`src/rtl/mem_arbiter.sv`:
```
// ============================================================================
//  Module   : mem_arbiter
//  Purpose  : Round-robin arbiter sharing one memory port between fetch (imem)
//             and load/store (dmem), one transaction in flight at a time.
//  Revision : 1.0 - initial release
// ============================================================================
`default_nettype none

module mem_arbiter #(
    parameter int XLEN = 32,
    parameter int AW   = 32
) (
    input  logic              clk,
    input  logic              rst,

    input  logic              imem_valid,
    input  logic [AW-1:0]     imem_addr,
    output logic              imem_ready,
    output logic [XLEN-1:0]   imem_rdata,

    input  logic              dmem_valid,
    input  logic [AW-1:0]     dmem_addr,
    input  logic [XLEN-1:0]   dmem_wdata,
    input  logic [XLEN/8-1:0] dmem_wstrb,
    output logic              dmem_ready,
    output logic [XLEN-1:0]   dmem_rdata,

    output logic              mem_valid,
    output logic              mem_instr,
    output logic [AW-1:0]     mem_addr,
    output logic [XLEN-1:0]   mem_wdata,
    output logic [XLEN/8-1:0] mem_wstrb,
    input  logic              mem_ready,
    input  logic [XLEN-1:0]   mem_rdata
);

    localparam logic [1:0] c_IDLE    = 2'd0;
    localparam logic [1:0] c_BUSY_I  = 2'd1;
    localparam logic [1:0] c_BUSY_D  = 2'd2;
    localparam logic       c_GRANT_I = 1'b0;
    localparam logic       c_GRANT_D = 1'b1;

    logic [1:0]        state_q,      state_d;
    logic              last_grant_q, last_grant_d;
    logic [AW-1:0]     addr_q,       addr_d;
    logic [XLEN-1:0]   wdata_q,      wdata_d;
    logic [XLEN/8-1:0] wstrb_q,      wstrb_d;
    logic              instr_q,      instr_d;

    // State register together with the request latch
    always_ff @(posedge clk) begin
        if (rst) begin
            state_q      <= c_IDLE;
            last_grant_q <= c_GRANT_I;
            addr_q       <= '0;
            wdata_q      <= '0;
            wstrb_q      <= '0;
            instr_q      <= 1'b0;
        end else begin
            state_q      <= state_d;
            last_grant_q <= last_grant_d;
            addr_q       <= addr_d;
            wdata_q      <= wdata_d;
            wstrb_q      <= wstrb_d;
            instr_q      <= instr_d;
        end
    end

    // Next-state: requests are only sampled in IDLE, so latched fields hold
    // for the whole transaction and a valid seen in the completion cycle is
    // not re-granted.
    always_comb begin
        state_d      = state_q;
        last_grant_d = last_grant_q;
        addr_d       = addr_q;
        wdata_d      = wdata_q;
        wstrb_d      = wstrb_q;
        instr_d      = instr_q;
        case (state_q)
            c_IDLE: begin
                if (imem_valid && (!dmem_valid || last_grant_q == c_GRANT_D)) begin
                    state_d      = c_BUSY_I;
                    last_grant_d = c_GRANT_I;
                    addr_d       = imem_addr;
                    wdata_d      = '0;
                    wstrb_d      = '0;
                    instr_d      = 1'b1;
                end else if (dmem_valid) begin
                    state_d      = c_BUSY_D;
                    last_grant_d = c_GRANT_D;
                    addr_d       = dmem_addr;
                    wdata_d      = dmem_wdata;
                    wstrb_d      = dmem_wstrb;
                    instr_d      = 1'b0;
                end
            end
            c_BUSY_I, c_BUSY_D: begin
                if (mem_ready) begin
                    state_d = c_IDLE;
                end
            end
            default: state_d = c_IDLE;
        endcase
    end

    // Ready is suppressed under reset so an abandoned transaction never pulses
    always_comb begin
        mem_valid  = (state_q == c_BUSY_I) || (state_q == c_BUSY_D);
        mem_instr  = instr_q;
        mem_addr   = addr_q;
        mem_wdata  = wdata_q;
        mem_wstrb  = wstrb_q;
        imem_ready = (state_q == c_BUSY_I) && mem_ready && !rst;
        dmem_ready = (state_q == c_BUSY_D) && mem_ready && !rst;
        imem_rdata = mem_rdata;
        dmem_rdata = mem_rdata;
    end

endmodule

`default_nettype wire
```
`config.mk`:
```
export PLATFORM = sky130hd
export DESIGN_NAME = mem_arbiter
export DESIGN_NICKNAME = d
export VERILOG_FILES = /design/src/rtl/mem_arbiter.sv
export SDC_FILE = /design/constraint.sdc
export NUM_CORES = 1
export LEC_CHECK = 0
export BUFFER_PORTS_ARGS = -buffer_cell sky130_fd_sc_hd__buf_2
export CORE_AREA = 2 2 105 107
export DETAILED_ROUTE_END_ITERATION = 10
export DIE_AREA = 0 0 107 109
export GPL_ROUTABILITY_DRIVEN = 0
export GPL_TIMING_DRIVEN = 0
export PLACE_DENSITY = 0.68
export SLEW_MARGIN = 15
export SYNTH_ARGS = -nofsm -noshare
export SYNTH_HDL_FRONTEND = slang
export SYNTH_SLANG_ARGS = --single-unit
```
`constraint.sdc`:
```
create_clock -name clk -period 3.5 [get_ports clk]
set_clock_uncertainty 0.15 [all_clocks]
set_input_delay 0.35 -clock clk [delete_from_list [all_inputs] [get_ports clk]]
set_output_delay 0.35 -clock clk [all_outputs]
set_load 0.03 [all_outputs]
```
# Word level (Yosys, flattened, before mapping)
# Cells that the tools add are included.
# Widths: inputs -> output; s select.
# word_totals
reg_bits	72
latchBits	0
ram_bits	0
romBits	0
output_inout_bits	136
elab_cells	38
memories	0
# classes
n_addsub	0
n_mul	0
div_mod_pow	0
magnitude_cmp	0
n_eq_ne	4
shift	0
mux	14
bitwise_logic	0
n_reduce_logical	14
# op_table
cell	count
$mux 32	4
$mux 4	2
$mux 2	3
$logic_and 1x1->1	5
$mux 1	4
$pmux 2 s2	1
$reduce_and 2->1	2
$ne 3x3->1 const B	1
$eq 2x1->1 const B	1
$eq 2x2->1 const B	1
$logic_not 1->1	2
$logic_not 2->1	1
$logic_or 1x1->1	2
$ne 2x2->1 const B	1
$reduce_bool 2->1	1
$reduce_or 2->1	1

# Logic depth before layout (Yosys ltp)
# logic_depth
word_depth	5
mapped_depth	8
mapped_depth_nobuf	5

# Worst setup path before layout
# OpenSTA, ideal clock, no wires.
# synth_timing
path_kind	reg2reg
startpoint	reg state_q[0]
endpoint	reg wdata_q[10] (netlist: mem_wdata[10])
setup_time_ns	0.058
arrival_time_ns	1.437
setup_slack_ns	1.855
path_stages_with_launch	8
path_buffers	2
period_less_slack_ns	1.645
cell_sequence	dfxtp_1 -> inv_1 -> ha_1 -> buf_2 -> nand2_1 -> a211oi_4 -> buf_6 -> a22o_2
# synth_via
elab_chain_len	2
# synth_rtl
item	line	source
start, declared	43	logic [1:0] state_q, state_d;
start signal, assigned	53	state_q <= c_IDLE;
start signal, assigned	60	state_q <= state_d;
$logic_not 2->1	79	case (state_q)
$reduce_and 2->1 (no source line)	-	
end signal, assigned	63	wdata_q <= wdata_d;
end, declared	46	logic [XLEN-1:0] wdata_q, wdata_d;
# No other way between the ends.
# A chain may end at the register's enable or synchronous reset.

# Worst setup path in the final report
# layout_timing
startpoint	reg state_q[0]
endpoint	reg wdata_q[3] (netlist: mem_wdata[3])
# The elaborated chain is that of the path after synthesis.

==> results_dict.tcl <==
set metrics [dict create \
    critical_path.max_stage_delay_ns 0.38 \
    min_path_cells 2 \
    dpl-instance-area_sq_um 4765 \
    gr-usage-all-layers_pct 18.10 \
    drive_gt1_share_pct 60.39 \
    wl_per_cell_microns 15.06 \
    cts_tree "built" \
    die_h_microns 109 \
    power.density_nw_per_um2 484.8 \
    areaGrowthSynthToFinish_pct 46.01 \
    ant_nets 0 \
    setup_tns_ns 0 \
    end_kind "register" \
    die_area_sq_um 11660 \
    syn-num-nets 500 \
    grt_antenna_before_repair 0 \
    cp_common_cell "buf_2" \
    worst_pin_slew_ns 0.5720 \
    worstPathRequired_ns 3.63 \
    finalInstanceArea_sq_um 4947 \
    leakagePower_nw 2.532 \
    root_buffer "clkbuf_8" \
    ys_ff_latch 72 \
    cts_buffers 9 \
    yosysTopAreaCell "dfxtp_1" \
    core_sq_um 10600 \
    synth.area.top_cells "dfxtp_1 (43%), buf_4 (16%), a22o_2 (8.6%)" \
    grt-ovfl-total 0 \
    fin_crit_ns 1.996 \
    ys_types 26 \
    slew_headroom_pct 61.74 \
    yosysTopAreaCellShare_pct 42.54 \
    grt_pass1_vias 3321 \
    cp-start-kind "register" \
    drtIter0Drc 221 \
    io_buffers 240 \
    pin_count 273 \
    wirelength_microns 11390 \
    ys_seq_area_share_pct 42.54 \
    syn-instance-count 360 \
    postCtsSetupRepairBufs 0 \
    status "complete, no violations" \
    cts_resized 0 \
    clock_path_buffers 2 \
    synthFlopType "dfxtp_1" \
    crit_family "buffers and inverters" \
    diodes 0 \
    clock-sinks 72 \
    rsz0062_at_grt "false" \
    final.period_utilization_pct 57.03 \
    hp-class "input port to register" \
    drv_slew 0 \
    die_w_microns 107 \
    hpwl_microns 9053 \
    firstDrtPassIters 4 \
    maxCapViolCount 0 \
    critPathKind "register to register" \
    routed_via_density 4.737 \
    synth_warnings 0 \
    synth_edf_count 0 \
    drc_errors 0 \
    dp_slack_ns 1.525 \
    h-tree-depth 3 \
    peakVddDrop_uv 205.0 \
    nNetsFinal 751 \
    grt_max_degree 14 \
    grt_pass1_wl_microns 16430 \
    cp.arrival_ns 2.13 \
    crit_path_top_delay_cell "nor2_2" \
    worstPathMaxFanout 10 \
    final-hold-violation-count 0 \
    hold_buffers 0 \
    synthArstFlopShare_pct 0 \
    insertion_delay_ns 0.34 \
    fmax_mhz 501.0 \
    avgSynthCellArea_sq_um 9.412 \
    worstRegToRegCells 7 \
    crit_chain "inv_1, ha_1, buf_2, o21a_1, nor2_2, buf_2, a22o_2" \
    path_depth 7 \
    synth_common_cells "buf_4 (72), dfxtp_1 (72), o21ai_0 (35), a311oi_1 (33), nor2_1 (33)" \
    start_util_pct 31.96 \
    syn_area_sq_um 3388 \
    finalCoreUtilization_pct 46.66 \
    num_vias 3581 \
    setup_viol 0 \
    worst_slack_ns 1.504 \
    row_count 38 \
    cp_num_buf_inv 3 \
    clkTransAtPathRegs_ns 0.08 \
]
-- path summary, 6_finish.rpt --
kind / from / end / slack (ns)
max: state_q[0] / mem_wdata[3] / 1.50
min: dmem_wdata[16] / mem_wdata[16] / 0.07
max reg2reg: state_q[0] / mem_wdata[3] / 1.50
min reg2reg: mem_wstrb[2] / mem_wstrb[2] / 0.33
-- cells by family after synthesis --
logic type	share of synthesized area, %
AO/OA/AOI/OAI	25.85
buffers and inverters	19.90
flip-flops	42.54
AND/OR/NAND/NOR	10.60
adder cells (fa/ha/maj)	1.108
-- layer usage --
layer  part of all wire (%)  wire, microns  track usage [%]
met2                     50           5747            32.76
met1                     39           4464            20.06
met3                    8.9           1014            5.200
met4                    1.4            159            7.050
met5                      0              0                0
-- where the power goes --
| group | switching (W) | internal, W |
|---|---|---|
| Combinational | 0.000526 | 0.000300 |
| Clock | 0.000332 | 0.000278 |
| Sequential | 0.0000497 | 0.000913 |
| Total | 0.000908 | 0.00149 |
-- cell usage in the layout, fill, tap and decap left out, types with 2 or more instances in the layout --
master	n
nand3_1	32
buf_4	72
clkinv_4	2
buf_6	3
a311oi_1	33
and2b_2	2
a22o_1	7
a22o_2	29
clkbuf_8	10
clkinvlp_4	3
o21ai_0	35
nor2_1	33
a21oi_1	3
ha_1	3
clkbuf_1	13
buf_2	248
dfxtp_1	72
and3b_1	2
inv_1	3
-- per-stage QoR --
stage	hold WS [ns]	instances	power (W)
after CTS	0.04953	756	0.002423
after floorplan	0.3161	360	0.001546
after detailed placement	0.3108	740	0.001810
after global placement	0.3084	740	0.001797
after global routing	0.04490	756	0.002522
final	0.07257	756	0.002399
-- registers in the layout (all words and copies together), names as in the netlist --
register / count
mem_wstrb: 4
mem_addr: 32
mem_instr: 1
state_q: 2
mem_wdata: 32
last_grant_q: 1
-- area by class of cell --
cell class                 instances  area, sq um
fill                            1036         5655
tap                              140        175.2
clock buffer                      10        137.6
timing repair buffer             240         1201
inverter                           3        11.26
sequential                        72         1441
buffer                            96        663.1
clock inverter                     6        45.04
multi-input combinational        189         1272
No activity file was read; power rests on OpenSTA's default activity.
